File: config.mk
export PLATFORM = sky130hd
export DESIGN_NAME = pc_sequencer
export DESIGN_NICKNAME = d
export VERILOG_FILES = /design/src/rtl/pc_sequencer_pkg.sv /design/src/rtl/pc_ras.sv /design/src/rtl/pc_sequencer.sv
export SDC_FILE = /design/constraint.sdc
export NUM_CORES = 1
export LEC_CHECK = 0
export ABC_AREA = 0
export CORE_MARGIN = 3
export CORE_UTILIZATION = 54
export CTS_CLUSTER_SIZE = 10
export DETAILED_ROUTE_END_ITERATION = 16
export PLACE_DENSITY = 0.85
export SYNTH_ARGS = -nofsm -noshare
export SYNTH_HDL_FRONTEND = slang
export SYNTH_SLANG_ARGS = --single-unit
File: constraint.sdc
create_clock -name clk -period 6.2 [get_ports clk]
set_input_delay 0.93 -clock clk [delete_from_list [all_inputs] [get_ports clk]]
set_output_delay 0.93 -clock clk [all_outputs]
set_load 0.03 [all_outputs]
File: src/rtl/pc_sequencer_pkg.sv
// Shared types, select codes and default addresses for the fetch-PC sequencer.
package pc_sequencer_pkg;

  localparam int unsigned ADDR_W = 32;

  typedef logic [ADDR_W-1:0] addr_t;

  typedef enum logic [2:0] {
    NPC_PC4    = 3'd0,
    NPC_BRANCH = 3'd1,
    NPC_JUMP   = 3'd2,
    NPC_JR     = 3'd3
  } npc_sel_e;

  localparam addr_t       DEF_INIT_ADDR = 32'h0000_3000;
  localparam addr_t       DEF_TRAP_ADDR = 32'h0000_4180;
  localparam int unsigned DEF_LINK_OFF  = 8;
  localparam int unsigned DEF_RAS_DEPTH = 4;
  localparam addr_t       TEXT_LO       = 32'h0000_3000;
  localparam addr_t       TEXT_HI       = 32'h0000_6ffc;

  // Delay-slot branch target: PC of the branch + 4 + word offset.
  function automatic addr_t branch_target(input addr_t pc, input logic [15:0] imm);
    return pc + 32'd4 + {{14{imm[15]}}, imm, 2'b00};
  endfunction

endpackage

File: src/rtl/pc_ras.sv
// Circular return-address stack; a push when full overwrites the oldest entry.
module pc_ras
  import pc_sequencer_pkg::*;
#(
  parameter int unsigned DEPTH = DEF_RAS_DEPTH
) (
  input  logic                     clk,
  input  logic                     rst,
  input  logic                     push_i,
  input  logic                     pop_i,
  input  addr_t                    push_val_i,
  output addr_t                    top_o,
  output logic [$clog2(DEPTH):0]   cnt_o
);

  localparam int unsigned PTR_W = $clog2(DEPTH);
  localparam int unsigned CNT_W = PTR_W + 1;

  addr_t             entries_q [DEPTH];
  logic [PTR_W-1:0]  ptr_q, ptr_d;
  logic [CNT_W-1:0]  cnt_q, cnt_d;
  logic              wr_en;
  logic [PTR_W-1:0]  wr_idx;

  // ptr_q names the next free slot; the top lives just below it.
  always_comb begin
    ptr_d  = ptr_q;
    cnt_d  = cnt_q;
    wr_en  = 1'b0;
    wr_idx = ptr_q;
    if (push_i && pop_i) begin
      wr_en = 1'b1;
      if (cnt_q == '0) begin
        ptr_d = ptr_q + PTR_W'(1);
        cnt_d = CNT_W'(1);
      end else begin
        wr_idx = ptr_q - PTR_W'(1);
      end
    end else if (push_i) begin
      wr_en = 1'b1;
      ptr_d = ptr_q + PTR_W'(1);
      if (cnt_q != CNT_W'(DEPTH)) cnt_d = cnt_q + CNT_W'(1);
    end else if (pop_i && (cnt_q != '0)) begin
      ptr_d = ptr_q - PTR_W'(1);
      cnt_d = cnt_q - CNT_W'(1);
    end
  end

  always_ff @(posedge clk or posedge rst) begin
    if (rst) begin
      ptr_q     <= '0;
      cnt_q     <= '0;
      entries_q <= '{default: '0};
    end else begin
      ptr_q <= ptr_d;
      cnt_q <= cnt_d;
      if (wr_en) entries_q[wr_idx] <= push_val_i;
    end
  end

  assign top_o = (cnt_q == '0) ? '0 : entries_q[ptr_q - PTR_W'(1)];
  assign cnt_o = cnt_q;

endmodule

File: src/rtl/pc_sequencer.sv
// Fetch-PC owner: next-PC selection, trap/eret redirect and RAS return checking.
// Define ADDR_CHECK_EN to build the fetch address-error comparators.
module pc_sequencer
  import pc_sequencer_pkg::*;
#(
  parameter addr_t       INIT_ADDR = DEF_INIT_ADDR,
  parameter addr_t       TRAP_ADDR = DEF_TRAP_ADDR,
  parameter int unsigned LINK_OFF  = DEF_LINK_OFF,
  parameter int unsigned RAS_DEPTH = DEF_RAS_DEPTH
) (
  input  logic                          clk,
  input  logic                          reset,
  input  logic                          stall,
  input  logic                          int_req,
  input  logic                          eret,
  input  logic [31:0]                   epc,
  input  logic [2:0]                    npc_sel,
  input  logic                          D_bjump,
  input  logic [31:0]                   D_PC,
  input  logic [15:0]                   D_imm16,
  input  logic [25:0]                   D_imm26,
  input  logic [31:0]                   D_ra,
  input  logic                          D_call,
  input  logic                          D_ret,
  output logic [31:0]                   F_PC,
  output logic [31:0]                   ras_top,
  output logic [$clog2(RAS_DEPTH):0]    ras_cnt,
  output logic                          ras_miss,
  output logic                          F_exc_adel
);

  addr_t pc_q, pc_d;
  logic  ras_upd;

  // Trap beats stall; stall beats eret and the normal select.
  always_comb begin
    pc_d = pc_q;
    if (int_req) begin
      pc_d = TRAP_ADDR;
    end else if (!stall) begin
      if (eret) begin
        pc_d = epc;
      end else begin
        case (npc_sel)
          NPC_PC4:    pc_d = pc_q + 32'd4;
          NPC_BRANCH: pc_d = D_bjump ? branch_target(D_PC, D_imm16) : pc_q + 32'd4;
          NPC_JUMP:   pc_d = {D_PC[31:28], D_imm26, 2'b00};
          NPC_JR:     pc_d = D_ra;
          default:    pc_d = INIT_ADDR;
        endcase
      end
    end
  end

  always_ff @(posedge clk or posedge reset) begin
    if (reset) pc_q <= INIT_ADDR;
    else       pc_q <= pc_d;
  end

  assign F_PC    = pc_q;
  assign ras_upd = !int_req && !stall;

  pc_ras #(.DEPTH(RAS_DEPTH)) u_ras (
    .clk        (clk),
    .rst        (reset),
    .push_i     (ras_upd && D_call),
    .pop_i      (ras_upd && D_ret),
    .push_val_i (D_PC + ADDR_W'(LINK_OFF)),
    .top_o      (ras_top),
    .cnt_o      (ras_cnt)
  );

  // Informational only: the redirect always follows D_ra.
  assign ras_miss = D_ret && ras_upd && ((ras_cnt == '0) || (ras_top != D_ra));

`ifdef ADDR_CHECK_EN
  assign F_exc_adel = (pc_q[1:0] != 2'b00) || (pc_q < TEXT_LO) || (pc_q > TEXT_HI);
`else
  assign F_exc_adel = 1'b0;
`endif

endmodule

==> results.ini, run 1 <==
[run_status]
status = finished clean

[synth]
synthArstFlopShare_pct = 100
synth_warnings = 0
yosys-top-cells-area = dfrtp_1, o21ai_0, nand2_1
seq_area_frac_synth_pct = 34.5
syn_avg_cell_area_sq_um = 8.66
synth_edf_count = 0
ys.flop_type = dfrtp_1
yosysMostFrequentCell = nand2_1
netlist_instances = 1385
syn_area_sq_um = 12000
synth_fp_nets = 1595
synth_top_cell_area_share_pct = 34.0
synth_seq_cells = 165
synth_cell_types = 78
yosysTopAreaCell = dfrtp_1
ys_top_cells_by_count = nand2_1, o21ai_0, dfrtp_1

[sta]
worst_pin_slew_ns = 1.02
fin_crit_sh_pct = 84.7
slew_violations = 0
hold_viol_final = 0
whs_ns = 0.476
relSlewSlack_pct = 30.3
period_minus_slack_ns = 5.25
setup_viol = 0
rsz0062_at_grt = false
fmax_ghz = 0.190
fin_skew_ns = 0.00858
tns_ns = 0

[floorplan]
fp-row-count = 53
die_y_um = 155
die-area_sq_um = 24000
die_width_um = 155
start_util_pct = 56.0
ioPinCount = 218
coreArea_sq_um = 21400

[drt]
vias = 11700
dr.pass1.iters = 5
drt_iter0_drc = 1154
viasPerCell = 6.37
drc_errors = 0
routed_wl_mm = 40.2
final_antenna_net_count = 0
routedWlPerCell_um = 21.8

[cells_and_area]
fillCellCount = 1697
antenna_cells = 0
final_cell_area_sq_um = 14800
layout.nets = 1764
final_layout_size_suffix_gt1_share_pct = 7.60
area_growth_pct = 23.2

[setup_path]
endpoint_kind = output pin
path_class = reg -> out
cp_slowest_cell = dfrtp_2
critPathMaxStageDelay_ns = 0.96
path_delay_family = compound AO/OA/AOI/OAI gates
cp.arrival_ns = 4.32
path_cells = mux2_2 -> a21oi_1 -> nor3_1 -> a2111oi_0 -> nand4_1 -> nor4_2 -> a31oi_1 -> clkdlybuf4s50_1
worstSetupStartpointType = register
crit_fanout = 34
worst-path-buf-inv = 1
worstPathRequired_ns = 5.27

[clocking]
cts_tree = done
clk_pin_slew_worst_paths_ns = 0.07
cts.sinks = 165
clk_latency_ns = 0.43
cts_buffers = 17
holdBufCountCts = 0
root_buffer = clkbuf_16
ctsHtreeMaxLevel = 4
ctsResizeCount = 0
clockBufferDepth = 2
postCtsSetupRepairBufs = 0

[global_route]
antenna_found_initial = 0
grt_pass1_vias = 11000
grt_pass1_wl_mm = 61.6
globalRouteOverflowTotal = 0
grt_usage_pct = 32.5
grt_start_max_net_pins = 76

[power]
peakVddDrop_mv = 0.435
comb_power_share_pct = 51.3
pwr-share-seq_pct = 31.4
p_clk_share_pct = 17.3
p_leak_nw = 6.35
power_density_nw_per_um2 = 394
finalPower_mw = 5.82
switching_share_pct = 43.0
cell_internal_pwr_mw = 3.31
p_sw_mw = 2.50

[placed_design]
port_buffers = 216
hpwl_mm = 30.1
place_area_sq_um = 14200
place_congestion = 0.984

[min_path]
worstHoldPathType = reg -> reg

[job]
cap_violations = 0

-- flip-flops by register name (all words and copies together) (netlist names) --
name	count
F_PC	32
u_ras.cnt_o	3
u_ras.entries_q	128
u_ras.ptr_q	2
-- cell usage in the layout, fill, tap and decap left out, drive strengths merged, types with 4 or more instances in the layout --
cell and count:
or2 4, nor2b 10, and2 16, a31oi 11, nor4 5, a21o 19, a21oi 88, buf 16
nand2 207, clkdlybuf4s50 214, xnor2 45, and3 20, o211ai 7, and4 7, nand2b 10, a221oi 10
clkinv 4, xor2 52, or3 5, inv 33, mux2 29, clkbuf 19, nand4 21, o21bai 7
nor3 15, nand3 41, o221ai 7, mux4 17, o21ai 185, mux2i 48, a22oi 8, nor2 89
a211oi 4, o31ai 6, ha 59, dfrtp 163, o22ai 21
-- power by group through the flow --
stage	Combinational, mW	Clock (mW)	Sequential [mW]
final	2.98	1.01	1.83
after global placement	2.84	0	1.80
after floorplan	2.06	0	1.70
after global routing	3.22	1.05	1.87
after CTS	2.96	1.01	1.81
after detailed placement	2.93	0	1.83
-- cells by family (layout without fill, tap and decap cells) --
family	Yosys count	in the layout	synth area share [%]
simple gates	458	458	17.8
compound gates	399	399	19.8
flops	165	165	34.5
buf+inv	110	290	4.13
xor+xnor	97	97	7.15
mux	94	94	10.1
fa+ha+maj	61	61	6.49
other cells	1	1	0.0313
-- path summary, 6_finish.rpt --
kind	startpoint	to	cells past startpoint	slack, ns
setup / recovery	u_ras.ptr_q[1]	ras_miss	8	0.95
hold / removal	u_ras.entries_q[94]	u_ras.entries_q[94]	2	0.48
setup reg to reg	u_ras.cnt_o[2]	u_ras.entries_q[68]	7	2.72
hold reg to reg	u_ras.entries_q[94]	u_ras.entries_q[94]	2	0.48
max in group asynchronous	reset	F_PC[15]	3	4.15
min in group asynchronous	reset	u_ras.entries_q[5]	2	0.80
-- worst register-to-register path: stages, from the launching register on --
cell and delay [ns]:
dfrtp_1 0.44, or3_1 0.73, nand2_2 0.29, nand3b_1 0.17, o21ai_0 0.10, nand2_1 0.77, buf_4 0.45, mux2_2 0.39
-- layout make-up --
type | instances | area, sq um | area share, %
Tap cell | 275 | 344 | 2.33
Inverter | 30 | 118 | 0.796
Sequential cell | 165 | 4130 | 28.0
Clock inverter | 11 | 105 | 0.712
Multi-Input combinational cell | 1110 | 7380 | 50.0
Timing Repair Buffer | 230 | 2260 | 15.3
Clock buffer | 19 | 433 | 2.93
-- per-stage QoR --
stage	setup slack [ns]	cells	utilization (%)
6_report	0.948	1840	69.0
4_1_cts	1.03	1840	69.0
2_1_floorplan	0.812	1385	-
5_1_grt	0.850	1840	69.0
3_3_place_gp	1.64	1810	66.4
3_5_place_dp	1.50	1810	66.4
-- routing by layer --
metal	GRT usage, %	up-vias	routed length [um]
met5	0	-	0
met4	13.2	0	1630
met3	6.95	97	4070
met2	49.6	674	18200
met1	45.4	5635	16300
li1	-	5321	-
Power figures use the tool's default switching activity.
==> run 2, diff against run 1 <==
--- a/config.mk
+++ b/config.mk
@@ -7,10 +7,10 @@
 export LEC_CHECK = 0
 export ABC_AREA = 0
 export CORE_MARGIN = 3
-export CORE_UTILIZATION = 54
+export CORE_UTILIZATION = 49
 export CTS_CLUSTER_SIZE = 10
 export DETAILED_ROUTE_END_ITERATION = 16
-export PLACE_DENSITY = 0.85
+export PLACE_DENSITY = 0.81
 export SYNTH_ARGS = -nofsm -noshare
 export SYNTH_HDL_FRONTEND = slang
 export SYNTH_SLANG_ARGS = --single-unit
==> constraint.sdc (replaced) <==
create_clock -name clk -period 4.7 [get_ports clk]
set_input_delay 0.705 -clock clk [delete_from_list [all_inputs] [get_ports clk]]
set_output_delay 0.705 -clock clk [all_outputs]
set_load 0.03 [all_outputs]
==> run 2 against run 1 <==
Against the previous run: clock skew decreased by 0.00057 ns; total power increased by 36%; sequential power increased by 28%; via count about the same; clock power increased by 44%; utilization decreased by 5.5 points; design area increased by 2.0%; die area increased by 9.8%; sequential cell count unchanged; largest cell class unchanged; highest routed layer unchanged.
==> results.ini, run 2 (synthesis results as in run 1) <==
[clocking]
root_buffer = clkbuf_16
cts_buffers = 17
cts_tree = done
clk_latency_ns = 0.44
ctsHtreeMaxLevel = 4
clk_pin_slew_worst_paths_ns = 0.08
clockBufferDepth = 2
cts.sinks = 165

[sta]
slew_violations = 0
relSlewSlack_pct = 24.1
hold_viol_final = 0
fmax_ghz = 0.220
tns_ns = 0
worst_pin_slew_ns = 1.13
setup_viol = 0
fin_crit_sh_pct = 96.6
period_minus_slack_ns = 4.54
fin_skew_ns = 0.00801
rsz0062_at_grt = false

[power]
peakVddDrop_mv = 0.451
p_clk_share_pct = 18.3
comb_power_share_pct = 52.1
p_leak_nw = 6.48
power_density_nw_per_um2 = 525
switching_share_pct = 43.7
p_sw_mw = 3.46
pwr-share-seq_pct = 29.6
cell_internal_pwr_mw = 4.45

[run_status]
status = finished clean

[global_route]
globalRouteOverflowTotal = 0
grt_usage_pct = 30.8
grt_pass1_wl_mm = 63.5
grt_pass1_vias = 11300
antenna_found_initial = 0
grt_start_max_net_pins = 90

[job]
cap_violations = 0

[cells_and_area]
final_common_cell = clkdlybuf4s50_1
largest_register_ffs = 128
final_layout_size_suffix_gt1_share_pct = 8.84
top_register = u_ras.entries_q
regArea_sq_um = 4140
antenna_cells = 0
layout.nets = 1780
multiInputGateArea_sq_um = 7380
fillCellCount = 1882
final_cell_mix = clkdlybuf4s50_1, nand2_1, o21ai_0, dfrtp_1, nor2_1
area_growth_pct = 25.7
final_cells = 1902

[setup_path]
path_common_cell = o21ai_0
cp_slowest_cell = clkdlybuf4s50_1
cp_num_cells = 9
endpoint_kind = output pin
crit_fanout = 18
r2r_cells = 6
cp.arrival_ns = 3.83
path_class = reg -> out
critPathMaxStageDelay_ns = 0.64
worstPathRequired_ns = 3.99
worst-path-buf-inv = 2
worstSetupStartpointType = register
worstReg2RegStart = u_ras.cnt_o[1]
path_delay_family = buffers and inverters
path_cells = buf_4 -> mux4_1 -> o21ai_0 -> o21ai_0 -> o21ai_0 -> nand2_1 -> nor4_2 -> a31oi_1 -> clkdlybuf4s50_1
crit_start = u_ras.ptr_q[1]

[drt]
vias = 11700
routed_wl_mm = 41.2
viasPerCell = 6.16
routedWlPerCell_um = 21.7
dr.pass1.iters = 5
final_antenna_net_count = 0
drc_errors = 0
drt_iter0_drc = 1204

[placed_design]
place_inst = 1869
hpwl_mm = 31.0
port_buffers = 216
place_congestion = 0.977

[floorplan]
die_width_um = 162
coreArea_sq_um = 23800
start_util_pct = 50.5
fp-row-count = 56
ioPinCount = 218
die-area_sq_um = 26400
die_y_um = 162

[min_path]
worstHoldPathType = reg -> reg
hold_depth = 2
min-delay-start = u_ras.entries_q[41]

## run 2: what timing repair did
| item | in CTS | in global routing |
|---|---|---|
| hold buffers | 0 | 0 |
| setup endpoints to repair | 0 | 1 |
| buffers inserted | 0 | 1 |
| gates resized for setup | 0 | 4 |
| endpoints found under the hold margin | 0 | 0 |
## run 2: power by group through the flow
| stage | Clock (mW) | Sequential [mW] | Combinational, mW |
|---|---|---|---|
| 2_1_floorplan | 0 | 2.24 | 2.72 |
| 3_3_place_gp | 0 | 2.33 | 3.91 |
| 3_5_place_dp | 0 | 2.37 | 4.01 |
| 4_1_cts | 1.45 | 2.34 | 4.05 |
| 5_1_grt | 1.52 | 2.40 | 4.45 |
| 6_report | 1.45 | 2.34 | 4.12 |
## run 2: per-stage QoR
stage	hold WS, ns	setup slack [ns]	power, mW	util (%)	instance area [sq um]
2_1_floorplan	0.442	1.61	4.96	-	12000
3_3_place_gp	0.455	0.686	6.25	60.8	14400
3_5_place_dp	0.463	0.633	6.37	60.8	14400
4_1_cts	0.480	0.0416	7.85	63.4	15100
5_1_grt	0.503	0.00207	8.36	63.5	15100
6_report	0.475	0.161	7.91	63.5	15100
## run 2: worst paths after layout
path	to	slack [ns]
setup / recovery	ras_miss	0.16
hold / removal	u_ras.entries_q[41]	0.48
setup reg to reg	u_ras.entries_q[11]	1.61
hold reg to reg	u_ras.entries_q[41]	0.48
max in group asynchronous	F_PC[12]	3.39
min in group asynchronous	u_ras.entries_q[9]	0.54
## run 2: tightest hold or removal path, stage by stage, from the launching register on
cell and delay [ns]:
dfrtp_1 0.34, nand2_1 0.04, o21ai_0 0.06
## run 2: layer usage
| layer | up-vias | wire length, um | track usage, % |
|---|---|---|---|
| met3 | 105 | 4200 | 8.21 |
| met4 | 0 | 1710 | 11.6 |
| li1 | 5365 | - | - |
| met5 | - | 0 | 0 |
| met2 | 676 | 18600 | 47.9 |
| met1 | 5575 | 16700 | 41.5 |
## run 2: area by class of cell
cell class / count / share of cell area [%]
clock buffers: 18 / 2.91
clock inverters: 14 / 1.16
inverters: 30 / 0.772
multi-input cells: 1110 / 49.0
flip-flops and latches: 165 / 27.5
well taps: 319 / 2.65
repair buffers: 246 / 16.1
